===== src/rtl/enemy_tank_ai.sv =====
// Enemy tank controller: LFSR-driven wander/chase state machine that produces
// registered move strobes and a single-cycle fire pulse for one tank.
module enemy_tank_ai #(
  parameter logic [15:0] SEED         = 16'hACE1,
  parameter logic [7:0]  MIN_RUN      = 8'd16,
  parameter logic [3:0]  BLOCK_LIMIT  = 4'd4,
  parameter logic [7:0]  PAUSE_FRAMES = 8'd8,
  parameter logic [7:0]  FIRE_PERIOD  = 8'd60,
  parameter logic [10:0] ALIGN_WIN    = 11'd16
) (
  input  logic       frame_clk,
  input  logic       Reset,
  input  logic       enable,
  input  logic       blocked,
  input  logic       bullet_active,
  input  logic [9:0] tank_x,
  input  logic [9:0] tank_y,
  input  logic [9:0] target_x,
  input  logic [9:0] target_y,
  output logic       move_up,
  output logic       move_down,
  output logic       move_left,
  output logic       move_right,
  output logic       fire,
  output logic [1:0] ai_state
);

  typedef enum logic [1:0] {IDLE = 2'd0, TURN = 2'd1, MOVE = 2'd2, PAUSE = 2'd3} state_t;
  typedef enum logic [1:0] {DIR_UP = 2'd0, DIR_DOWN = 2'd1, DIR_LEFT = 2'd2, DIR_RIGHT = 2'd3} dir_t;

  localparam logic [15:0] SEED_EFF     = (SEED == 16'd0) ? 16'hACE1 : SEED;
  localparam logic [7:0]  PAUSE_LOAD   = (PAUSE_FRAMES == 8'd0) ? 8'd1 : PAUSE_FRAMES;
  localparam logic [7:0]  FIRE_QUARTER = {2'b00, FIRE_PERIOD[7:2]};

  state_t      state, state_n;
  dir_t        dir, dir_n, last_blk_dir, last_blk_dir_n, chase_dir, turn_dir;
  logic        last_blk_valid, last_blk_valid_n;
  logic [15:0] lfsr, lfsr_n;
  logic [8:0]  run_cnt, run_cnt_n;
  logic [3:0]  blk_cnt, blk_cnt_n;
  logic [4:0]  blk_sum;
  logic [7:0]  pause_cnt, pause_cnt_n, fire_cnt, fire_cnt_n;
  logic        fire_n, aligned;

  // Signed offsets from this tank to the player, and their magnitudes.
  logic signed [10:0] dx, dy;
  logic [10:0]        adx, ady;
  logic               dx_pos, dx_neg, dy_pos, dy_neg;

  assign dx     = $signed({1'b0, target_x}) - $signed({1'b0, tank_x});
  assign dy     = $signed({1'b0, target_y}) - $signed({1'b0, tank_y});
  assign adx    = dx[10] ? $unsigned(-dx) : $unsigned(dx);
  assign ady    = dy[10] ? $unsigned(-dy) : $unsigned(dy);
  assign dx_neg = dx[10];
  assign dy_neg = dy[10];
  assign dx_pos = !dx[10] && (dx != 11'sd0);
  assign dy_pos = !dy[10] && (dy != 11'sd0);
  assign blk_sum = {1'b0, blk_cnt} + {4'd0, blocked};

  always_comb begin
    if (!dx_pos && !dx_neg && !dy_pos && !dy_neg) chase_dir = DIR_UP;
    else if (adx >= ady)                          chase_dir = dx_pos ? DIR_RIGHT : DIR_LEFT;
    else                                          chase_dir = dy_pos ? DIR_DOWN : DIR_UP;
  end

  // Never re-pick the direction that just got us stuck.
  always_comb begin
    turn_dir = (lfsr[1:0] == 2'b00) ? chase_dir : dir_t'(lfsr[3:2]);
    if (last_blk_valid && (turn_dir == last_blk_dir)) turn_dir = dir_t'(turn_dir + 2'd1);
  end

  always_comb begin
    case (dir)
      DIR_UP:   aligned = (adx < ALIGN_WIN) && dy_neg;
      DIR_DOWN: aligned = (adx < ALIGN_WIN) && dy_pos;
      DIR_LEFT: aligned = (ady < ALIGN_WIN) && dx_neg;
      default:  aligned = (ady < ALIGN_WIN) && dx_pos;
    endcase
  end

  always_comb begin
    // NOTE: every output of this block gets a default first so no path leaves one unassigned (no latches).
    state_n          = state;
    dir_n            = dir;
    last_blk_dir_n   = last_blk_dir;
    last_blk_valid_n = last_blk_valid;
    run_cnt_n        = run_cnt;
    blk_cnt_n        = blk_cnt;
    pause_cnt_n      = pause_cnt;
    fire_cnt_n       = fire_cnt;
    fire_n           = 1'b0;
    lfsr_n           = lfsr[0] ? ((lfsr >> 1) ^ 16'hB400) : (lfsr >> 1);

    if (!enable) begin
      state_n    = IDLE;
      fire_cnt_n = 8'd0;
    end else begin
      if (state == MOVE || state == PAUSE) begin
        if (!bullet_active && !fire &&
            ((fire_cnt >= FIRE_PERIOD) || ((fire_cnt >= FIRE_QUARTER) && aligned))) begin
          fire_n     = 1'b1;
          fire_cnt_n = 8'd0;
        end else if (fire_cnt != 8'hFF) begin
          fire_cnt_n = fire_cnt + 8'd1;
        end
      end

      case (state)
        IDLE: state_n = TURN;
        TURN: begin
          dir_n            = turn_dir;
          last_blk_valid_n = 1'b0;
          run_cnt_n        = {1'b0, MIN_RUN} + {5'd0, lfsr[7:4]};
          blk_cnt_n        = 4'd0;
          state_n          = MOVE;
        end
        MOVE: begin
          run_cnt_n = run_cnt - 9'd1;
          blk_cnt_n = blocked ? ((blk_cnt == 4'hF) ? blk_cnt : blk_cnt + 4'd1) : 4'd0;
          if (blk_sum >= {1'b0, BLOCK_LIMIT}) begin
            last_blk_dir_n   = dir;
            last_blk_valid_n = 1'b1;
            pause_cnt_n      = PAUSE_LOAD;
            state_n          = PAUSE;
          end else if (run_cnt <= 9'd1) begin
            state_n = TURN;
          end
        end
        PAUSE: begin
          pause_cnt_n = pause_cnt - 8'd1;
          if (pause_cnt <= 8'd1) state_n = TURN;
        end
      endcase
    end
  end

  // NOTE: sequential state uses non-blocking assignments so every register samples pre-edge values.
  always_ff @(posedge frame_clk) begin
    if (Reset) begin
      state          <= IDLE;
      dir            <= DIR_UP;
      last_blk_dir   <= DIR_UP;
      last_blk_valid <= 1'b0;
      lfsr           <= SEED_EFF;
      run_cnt        <= 9'd0;
      blk_cnt        <= 4'd0;
      pause_cnt      <= 8'd0;
      fire_cnt       <= 8'd0;
      move_up        <= 1'b0;
      move_down      <= 1'b0;
      move_left      <= 1'b0;
      move_right     <= 1'b0;
      fire           <= 1'b0;
    end else begin
      state          <= state_n;
      dir            <= dir_n;
      last_blk_dir   <= last_blk_dir_n;
      last_blk_valid <= last_blk_valid_n;
      lfsr           <= lfsr_n;
      run_cnt        <= run_cnt_n;
      blk_cnt        <= blk_cnt_n;
      pause_cnt      <= pause_cnt_n;
      fire_cnt       <= fire_cnt_n;
      move_up        <= (state_n == MOVE) && (dir_n == DIR_UP);
      move_down      <= (state_n == MOVE) && (dir_n == DIR_DOWN);
      move_left      <= (state_n == MOVE) && (dir_n == DIR_LEFT);
      move_right     <= (state_n == MOVE) && (dir_n == DIR_RIGHT);
      fire           <= fire_n;
    end
  end

  assign ai_state = state;

endmodule

===== config.mk =====
export PLATFORM = sky130hd
export DESIGN_NAME = enemy_tank_ai
export DESIGN_NICKNAME = d
export VERILOG_FILES = /design/src/rtl/enemy_tank_ai.sv
export SDC_FILE = /design/constraint.sdc
export NUM_CORES = 1
export LEC_CHECK = 0
export CAP_MARGIN = 15
export CORE_MARGIN = 2
export CORE_UTILIZATION = 50
export CTS_CLUSTER_SIZE = 25
export DETAILED_ROUTE_END_ITERATION = 10
export DONT_BUFFER_PORTS = 1
export PLACE_DENSITY = 0.74
export SLEW_MARGIN = 0
export SYNTH_ARGS = -nofsm -noshare
export SYNTH_HDL_FRONTEND = slang
export SYNTH_SLANG_ARGS = --single-unit

===== constraint.sdc =====
create_clock -name frame_clk -period 6.2 [get_ports frame_clk]
set_input_delay 1.24 -clock frame_clk [delete_from_list [all_inputs] [get_ports frame_clk]]
set_output_delay 1.24 -clock frame_clk [all_outputs]
set_load 0.02 [all_outputs]

# After elaboration in Yosys (flattened, before gate mapping)
# Cells that the tools add are included.
dict set report word_totals {
  elab_cells 120
  regBits 57
  out_inout_bits 7
}
dict set report classes {
  reduce_logical 42
  n_eq_ne 14
  add_sub_neg 11
  bitwise_logic 3
  muxes 28
  n_lt_le_gt_ge 8
}
# cell count
set ops {}
lappend ops {{$mux 8} 3}
lappend ops {{$lt 11x5->1 const B} 2}
lappend ops {{$mux 11} 2}
lappend ops {{$neg 11->11} 2}
lappend ops {{$reduce_bool 11->1} 2}
lappend ops {{$sub 10x10->11} 2}
lappend ops {{$mux 2} 10}
lappend ops {{$pmux 9 s2} 1}
lappend ops {{$logic_and 1x1->1} 17}
lappend ops {{$mux 16} 1}
lappend ops {{$pmux 8 s2} 1}
lappend ops {{$eq 2x2->1 const B} 6}
lappend ops {{$reduce_and 3->1} 4}
lappend ops {{$ge 11x11->1} 1}
lappend ops {{$le 9x1->1 const B} 1}
lappend ops {{$sub 9x1->9 const B} 1}
lappend ops {{$add 8x1->8 const B} 1}
lappend ops {{$ge 8x4->1 const B} 1}
lappend ops {{$ge 8x6->1 const B} 1}
lappend ops {{$le 8x1->1 const B} 1}
lappend ops {{$logic_not 2->1} 4}
lappend ops {{$mux 4} 2}
lappend ops {{$ne 8x8->1 const B} 1}
lappend ops {{$pmux 2 s4} 1}
lappend ops {{23 further kinds} 38}

# Logic depth before layout (Yosys ltp)
# Gate-level depths: netlist (run 1).
dict set report depth {
  word_depth 16
  depth_mapped 23
}

# Least setup slack after synthesis (run 1)
# Ideal clock, no wire load.
dict set report synth_timing {
  path_type {input-to-reg}
  from {input port target_x[0]}
  to {register move_left}
  arrival_time_ps 5401
  required_time_ps 6084
  setup_ps 116
  stages 21
  setup_slack_ps 683
  n_path_buf 0
  path_cell_list {inv_1 > ha_1 > inv_1 > fa_1 > a21oi_2 > nor3_1 > or4b_4 > a2111oi_1 > a21oi_1 > xnor2_1 > ha_1 > o21ai_0 > nor2_1 > a21oi_1 > a21oi_1 > a31o_2 > a2111oi_4 > or2_2 > a2111o_1 > o311a_4 > and3b_1}
}
dict set report synth_via {
  elab_chain_len 16
  elab_cells_between_ends 23
  classes_between {add/sub (3); order compare (1); eq/ne (2); mux (8); reduce/logical (9)}
}
# item line_no
set synth_lines {}
lappend synth_lines {{start, declared} 18} ;# input logic [9:0] target_x,
lappend synth_lines {{$sub 10x10->11 (*)} 50} ;# assign dx = $signed({1'b0, target_x}) - $signed({1'b0, tank_x});
lappend synth_lines {{parallel branches: the longest is 6 deep, another holds $neg 11->11} -}
lappend synth_lines {{$mux 2 (*)} 61} ;# if (!dx_pos && !dx_neg && !dy_pos && !dy_neg) chase_dir = DIR_UP;
lappend synth_lines {{$mux 2 (*)} 68} ;# turn_dir = (lfsr[1:0] == 2'b00) ? chase_dir : dir_t'(lfsr[3:2]);
lappend synth_lines {{parallel branches: the longest is 2 deep, another holds $add 2x1->2} -}
lappend synth_lines {{$mux 2 (*)} 69} ;# if (last_blk_valid && (turn_dir == last_blk_dir)) turn_dir = dir_t'(turn_dir + 2'd1);
lappend synth_lines {{$mux 2 (*)} 108} ;# case (state)
lappend synth_lines {{$mux 2 (*)} 94} ;# if (!enable) begin
lappend synth_lines {{$eq 2x2->1 (*)} 166} ;# move_left <= (state_n == MOVE) && (dir_n == DIR_LEFT);
lappend synth_lines {{$logic_and 1x1->1 (*)} 166}
lappend synth_lines {{end signal, assigned} 166}
lappend synth_lines {{end, declared} 22} ;# output logic move_left,
# Mark *: on every way between the ends.
# A chain may end at the register's enable or synchronous reset.

# Final worst setup path (run 1)
dict set report layout_timing {
  from {input port target_y[0]}
  to {register move_left}
}
dict set report layout_via {
  elab_chain_len 15
  elab_cells_between_ends 22
  classes_between {add/sub (3); order compare (1); eq/ne (2); mux (8); reduce/logical (8)}
}
# item line_no
set layout_lines {}
lappend layout_lines {{start, declared} 19} ;# input logic [9:0] target_y,
lappend layout_lines {{$sub 10x10->11 (*)} 51} ;# assign dy = $signed({1'b0, target_y}) - $signed({1'b0, tank_y});
lappend layout_lines {{parallel branches: the longest is 5 deep, another holds $neg 11->11} -}
lappend layout_lines {{$mux 2 (*)} 61}
lappend layout_lines {{$mux 2 (*)} 68}
lappend layout_lines {{parallel branches: the longest is 2 deep, another holds $add 2x1->2} -}
lappend layout_lines {{$mux 2 (*)} 69}
lappend layout_lines {{$mux 2 (*)} 108}
lappend layout_lines {{$mux 2 (*)} 94}
lappend layout_lines {{$eq 2x2->1 (*)} 166}
lappend layout_lines {{$logic_and 1x1->1 (*)} 166}
# Marks and branches as above.

==> impl.org, run 1 <==
** Status
- Run status :: completed

** Finish
- Layout cell share with drive strength beyond 1 :: slightly above 6%
- Post-layout nets :: a little under 700
- In the final layout, the multi-input gates occupy around 3300 sq um.
- After filler insertion, the fill cell instance count of the layout stands at approximately 850.
- The number of antenna diodes in the final layout is 0.
- Compared with the post-synthesis result, the final layout area differs by 6.42%.
- Final design utilization :: a little over half
- Most frequent standard cell in the layout excluding fill and tap cells :: sky130_fd_sc_hd__nor2_1
- Most used cells in the layout excluding fill and tap cells :: 76 x sky130_fd_sc_hd__nor2_1, 57 x sky130_fd_sc_hd__dfxtp_1, 48 x sky130_fd_sc_hd__nand2_1, 46 x sky130_fd_sc_hd__ha_1, 43 x sky130_fd_sc_hd__inv_1
- Across the whole layout, storage elements account for about 1100 sq um.

** Routing
- Drt initial violations :: approximately 190
- Routed length per instance :: roughly 14 um
- Post-route antenna net violation count :: 0
- Via Count :: between 4000 and 5000
- After detailed routing, the number of remaining DRC violations is 0.
- Vias per std cell :: between 5 and 6
- The pre-antenna-repair detailed-routing pass consisted of 4 iterations.
- Total Wirelength :: approximately 10000 um

** Timing
- Headroom to the max-slew limit came out at a little under three fifths.
- The number of pins with negative max-slew slack in the final report is 0.
- Post-layout min period :: 5570 ps
- The number of hold-slack violations in the final timing report was 0.
- Setup repair after global routing left no endpoint under its margin.
- Clock skew :: ~7.2 ps
- Setup TNS :: 0 ps
- Fmax achieved :: 180 MHz
- Dividing the final minimum period by the clock period gives 89.8%.
- Finish-stage setup viols :: 0
- At the pin with the least slew margin, the transition time is 638 ps.

** Global route
- The first global-routing pass estimated roughly 17000 um of wire.
- Global Route Usage Sum :: 20.1%
- Global routing finished with a remaining overflow of 0.
- Maximum number of pins on one net before global-route repair :: 38
- The via count of the first global-routing pass is ~4100.
- Initial antenna violation count :: 0

** Yosys
- Netlist Area Pre-Place :: 4680 sq um
- Counting flops with a built-in enable in the synthesized netlist gives 0.
- Synthesized Nets :: just under 700
- The most used flip-flop cell after synthesis is sky130_fd_sc_hd__dfxtp_1.
- Yosys printed 0 warnings.
- Averaged over all synthesized cells, the footprint is a little under 8 sq um.
- Share of flip-flops with an asynchronous set or reset :: 0%
- Yosys reg bits :: 57
- Sequential elements use between 20% and 30% of the synthesized area.
- Post-synth cell types :: 76
- Post-Synthesis Cells :: between 500 and 600

** Clock network
- Clock latency on the worst-skew pair, taken at its later pin, is 340 ps.
- Quantity of hold-fixing buffers added after cts :: 0
- Clock Path Buffers :: 2
- Number of buffers inserted during clock tree synthesis :: 9
- The tree built by TritonCTS fans out to 57 sinks.
- CTS resizes :: 0
- The number of setup buffers added after CTS is 0.
- The clock tree synthesis step divided the H-tree into 3 levels.
- The cell sitting at the root of the clock tree is a sky130_fd_sc_hd__clkbuf_8.
- CTS tree :: built
- Clock-pin slew was measured on the worst setup and hold paths at ~60 ps.

** Setup path
- Endpoint kind of the worst setup timing path :: flop
- Traced cell by cell, the critical path runs through inv_1 -> ha_1 -> inv_1 -> fa_1 -> a211oi_1 -> nor2_1 -> o211a_1 -> o21a_1 -> or2_0 -> nor2_1 -> xor2_1 -> ha_1 -> o21ai_0 -> a21oi_1 -> a21oi_1 -> a21oi_1 -> a31o_2 -> a2111oi_4 -> or2_2 -> a2111o_1 -> o311a_4 -> and3b_1.
- CP Max Fanout :: 10
- Type of the setup path with the least slack :: input port to flop
- In this design, the stage delay of the slowest critical-path cell is about 400 ps.
- In this design, the largest share of critical-path delay is due to compound AO/OA/AOI/OAI gates.
- For the worst setup path, the data arrival time is 5800 ps.
- The worst setup path is launched from an input port.
- For the worst setup path, the data required time is around 6400 ps.
- Critical-path top delay cell :: sky130_fd_sc_hd__fa_1
- The number of buffers and inverters on the critical path is 2.
- Most frequent cell on the critical path :: sky130_fd_sc_hd__a21oi_1

** Placement
- Count of buffers inserted at the top-level ports :: 0
- At the end of routability-driven placement, the weighted congestion stood at ~0.87.
- After legalization and detailed placement, the total HPWL measured roughly 7600 um.

** Floorplanning
- The core region is between 9000 and 10000 sq um.
- Once the floorplan was initialized, standard cells occupied 51.1% of the core.
- Die Y-Extent :: 101 um
- The floorplan step defined a die boundary enclosing around 10000 sq um.
- Measured along the x axis, the die boundary spans a little over 100 um.
- Cell row count :: 35
- Pin placement for this block handled 52 I/O pins.

** Power and ir drop
- In this run the static leakage power is approximately 2.0 nW.
- Total power density per cell area :: approximately 230 nW/um^2
- Maximum vdd drop :: ~0.19 mV

** Run
- Max-cap violations in this run came to 0.

** Min path
- The worst hold path belongs to the class flop to flop.
==> cells in the mapped netlist (all sizes together), types with 12 or more instances <==
cell type,count,share of area [%]
nor3,18,2.2
nand3,13,1.5
dfxtp,57,24
a211oi,12,2.1
xor2,16,3.0
o21ai,33,3.5
nand2b,13,1.7
ha,46,12
nor2,76,6.1
inv,43,3.5
nand2,48,3.9
xnor2,24,4.5
a21oi,37,4.0
nor2b,15,2.0
==> cell families (layout without fill, tap and decap cells) <==
family                   count (synthesis)  in the layout  synth area share (%)
XOR/XNOR                                40             40                  7.49
AO/OA/AOI/OAI                          145            145                  21.6
buffers and inverters                   56             61                  4.74
flip-flops                              57             57                  24.4
AND/OR/NAND/NOR                        245            245                  26.8
adder cells (fa/ha/maj)                 48             48                  13.2
multiplexers                             8              8                  1.71
==> cell type report <==
cell class / instances / share of cell area (%)
Clock buffer: 10 / 2.56
Clock inverter: 6 / 1.66
Inverter: 44 / 3.32
Multi-Input combinational cell: 486 / 66.6
Sequential cell: 57 / 22.9
Tap cell: 111 / 2.79
Timing Repair Buffer: 1 / 0.151
==> worst paths after layout <==
path,startpoint,endpoint,slack [ps],cells after the start
max,target_y[0],move_left,630,22
min,lfsr[12],lfsr[11],410,1
max reg2reg,ai_state[0],pause_cnt[6],3390,9
min reg2reg,lfsr[12],lfsr[11],410,1
==> metal layers <==
| layer | share of wire [%] | global-route usage [%] |
|---|---|---|
| met5 | 0 | 0 |
| met4 | 1.4 | 7.48 |
| met3 | 2.2 | 2.64 |
| met2 | 51 | 36.8 |
| met1 | 46 | 23.8 |
==> metrics by stage <==
step	hold WS, ps	cell area [sq um]	setup slack, ps	std cells	power (mW)
final	412	4980	631	715	1.15
after global routing	429	4980	175	715	1.23
after CTS	415	4980	632	715	1.15
after detailed placement	399	4770	269	699	0.782
after global placement	398	4770	450	699	0.769
after floorplan	389	4680	683	599	0.717
==> registers in the layout, indices dropped and copies added, names as in the netlist, 2 cells and up <==
signal,cells
ai_state,2
blk_cnt,4
dir,2
fire_cnt,8
last_blk_dir,2
lfsr,16
pause_cnt,8
run_cnt,9
==> where the power goes <==
| group | internal [mW] | switching (mW) |
|---|---|---|
| logic | 0.165 | 0.219 |
| registers | 0.380 | 0.0116 |
| clock network | 0.224 | 0.145 |
No activity file was read; power rests on OpenSTA's default activity.
==> run 2: changes to the inputs <==
==> constraint.sdc (replaced) <==
create_clock -name frame_clk -period 5.9 [get_ports frame_clk]
set_input_delay 1.18 -clock frame_clk [delete_from_list [all_inputs] [get_ports frame_clk]]
set_output_delay 1.18 -clock frame_clk [all_outputs]
set_load 0.02 [all_outputs]
==> run 2 against run 1 <==
Effect of this change:
- register-to-register slack lost 310 ps
- critical path type unchanged
- clock skew is essentially flat
- wire length shrank 0.46%
- flip-flop and latch count is the same
- sequential share of layout area is the same
- total power grew 1.6%
- setup slack lost 170 ps
- critical path depth is the same
- die area is the same
- clock-buffer cell count is the same
- critical endpoint unchanged
- final cell count grew 0.14%
==> impl.org, run 2 (synthesized netlist as in run 1, its figures left out) <==
** Timing
- Hold violation count in the final report :: 0 (unchanged)
- Setup repair after global routing left no endpoint under its margin.
- Timing would allow up to between 150 and 200 MHz.
- The final worst clock skew is 7.20 ps (+0.0465 ps).
- Finish-stage setup viols :: 0 (unchanged)
- Post-layout min period :: between 5000 and 6000 ps
- Final critical-path share of the clock period :: between 90% and 100%
- The slew at the pin closest to its max-slew limit was 627 ps (-11.2 ps).
- The final total negative setup slack is 0 ps (unchanged).
- The number of pins with negative max-slew slack in the final report was 0 (unchanged).
- Headroom to the max-slew limit :: 57.9% (+0.73 points)

** Global route
- Global Route Usage Sum :: 19.5% (-0.60 points)
- The initial antenna violation count is 0 (unchanged).
- The final global-route overflow total was 0 (unchanged).
- The global-route wire length before repair is 16400 um (-3.9%).
- The pin count of the biggest net entering global routing was 38 (unchanged).
- Number of global-route vias before repair :: 3886 (-4.1%)

** Finish
- The area occupied by registers is 1140 sq um (unchanged).
- Leaving out fill and tap cells, the most frequent cell in the layout is sky130_fd_sc_hd__nor2_1.
- The number of nets in the layout came to 695 (+0.43%).
- Area of the multi-input gates :: 3320 sq um (+0.15%)
- The flip-flop count of the largest register after layout came to 16 (unchanged).
- The fraction of final layout cells sized beyond drive strength 1 was 6.61% (+0.49 points).
- Final design utilization :: 54.4% (unchanged)
- The top cell types in the final layout, fill and taps aside, are 76 x sky130_fd_sc_hd__nor2_1, 57 x sky130_fd_sc_hd__dfxtp_1, 48 x sky130_fd_sc_hd__nand2_1, 46 x sky130_fd_sc_hd__ha_1, 43 x sky130_fd_sc_hd__inv_1.
- Largest regs :: lfsr: 16 flops, run_cnt: 9 flops
- The growth of design area from synthesis to finish came to 6.42% (unchanged).
- The register with the most flip-flops in the final layout is lfsr.
- Fillers :: 865 (+1.5%)
- The number of antenna diodes is 0 (unchanged).
- Number of non-filler instances in the completed layout :: 716 (+0.14%)

** Clock network
- The hold buffer count at CTS is 0 (unchanged).
- The post-CTS resize count came to 0 (unchanged).
- Sinks on Clock Net :: 57 (unchanged)
- The number of buffers inserted to repair setup after CTS is 0 (unchanged).
- In this run the clock root is driven by a sky130_fd_sc_hd__clkbuf_8.
- The clock transition time at the flip-flop clock pins of the worst setup and hold paths came to 60 ps (about the same).
- The maximum buffer depth of the clock tree is 2 (unchanged).
- Latest clock arrival within the worst-skew pair :: 340 ps (about the same)
- The total clock buffers created by CTS is 9 (unchanged).
- Number of H-tree levels :: 3 (unchanged)
- CTS tree :: built

** Placement
- Final HPWL from detailed placement :: 7510 um (-1.0%)
- The count of buffers from port buffering is 0 (unchanged).
- Post-placement cell count :: 702 (+0.43%)
- Placer's final routability congestion estimate :: 0.913 (+5.0%)

** Routing
- Initial DRT Pass Iterations :: 4 (unchanged)
- Via Count :: 4153 (-0.67%)
- DRC Markers :: 0 (unchanged)
- The final wirelength was 9710 um (-0.46%).
- Vias per std cell :: 5.80 (-0.81%)
- Routed length per instance :: 13.6 um (-0.60%)
- Drt initial violations :: 183 (-3.2%)
- The post-route antenna net violation count is 0 (unchanged).

** Power and ir drop
- The cell leakage power is 2.04 nW (+0.39%).
- Maximum vdd drop :: 0.181 mV (-3.4%)
- Total power density per cell area :: 234 nW/um^2 (+1.6%)
- Sum of internal, switching and leakage power :: 1.16 mW (+1.6%)

** Setup path
- Critical Path Start Type :: input port
- Worst Path Required :: 6130 ps (-300 ps)
- The largest fanout of any net on the critical path is 10 (unchanged).
- Endpoint kind of the worst setup timing path :: flop
- The data arrival at the endpoint of the critical path is 5670 ps (-130 ps).
- The worst setup path is of the input port to flop kind.

** Min path
- Worst hold path class :: flop to flop

** Floorplanning
- Area of the die :: 10100 sq um (unchanged)
- Number of top-level pins :: 52 (unchanged)
- The height of the chip was 101 um (unchanged).
- Core footprint :: 9150 sq um (unchanged)
- The width of the chip was 101 um (unchanged).
- Initial core utilization :: 51.1% (unchanged)
- Cell row count :: 35 (unchanged)

** Run
- The max-cap violation count was 0 (unchanged).

** Status
- The flow ran to the end, and the final reports show no timing, DRC or antenna violations.
## run 2: changes by cell type in the layout (fill, tap and decap cells not counted), sizes merged
cell      before  now
clkinvlp       1    0
bufinv         2    1
buf            1    4
## run 2: where the power goes
group / internal, mW / switching (mW) / leakage [nW]
registers: 0.400 / 0.0124 / 0.465
clock network: 0.199 / 0.146 / 0.0978
logic: 0.176 / 0.231 / 1.48
## run 2: worst paths after layout
| kind | cells after the start | end | startpoint | slack, ps |
|---|---|---|---|---|
| worst min register to register | 1 | lfsr[11] | lfsr[12] | 410 |
| worst max-delay path | 22 | move_left | target_y[0] | 460 |
| worst min-delay path | 1 | lfsr[11] | lfsr[12] | 410 |
| worst max register to register | 9 | pause_cnt[6] | ai_state[0] | 3080 |
## run 2: cell type report
cell class	count	area share (%)
Sequential cell	57	22.9
Inverter	44	3.32
Multi-Input combinational cell	486	66.7
Tap cell	111	2.79
Clock inverter	4	0.905
Clock buffer	10	2.77
Timing Repair Buffer	4	0.603
## run 2: critical path, cell delays in order
cell                        delay, ps
sky130_fd_sc_hd__inv_1             40
sky130_fd_sc_hd__ha_1             180
sky130_fd_sc_hd__inv_1             60
sky130_fd_sc_hd__fa_1             390
sky130_fd_sc_hd__a211oi_1         320
sky130_fd_sc_hd__nor2_1           160
sky130_fd_sc_hd__o211a_1          240
sky130_fd_sc_hd__o21a_1           200
sky130_fd_sc_hd__or2_1            350
sky130_fd_sc_hd__nor2_1           240
sky130_fd_sc_hd__xor2_1           210
sky130_fd_sc_hd__ha_1             250
sky130_fd_sc_hd__o21ai_0          100
sky130_fd_sc_hd__nor2_1            80
sky130_fd_sc_hd__a21oi_1          140
sky130_fd_sc_hd__a21oi_1          110
sky130_fd_sc_hd__a31o_2           270
sky130_fd_sc_hd__a2111oi_4        330
sky130_fd_sc_hd__or2_2            200
sky130_fd_sc_hd__a21oi_1           70
sky130_fd_sc_hd__o311a_4          380
sky130_fd_sc_hd__and3b_1          180
## run 2: per-stage QoR
step                hold WS, ps  area, sq um  setup slack (ps)
floorplan                   389         4680               443
global placement            399         4790               219
detailed placement          399         4790              40.5
CTS                         414         4970               406
global route                422         4980              58.0
finish                      411         4980               461
## run 2: per-layer routing
metal	vias to the layer above	routed length [um]	track usage (%)
met5	-	0	0
met1	1917	4440	22.7
met2	71	4710	34.4
li1	2145	-	-
met3	20	305	3.81
met4	0	254	8.85
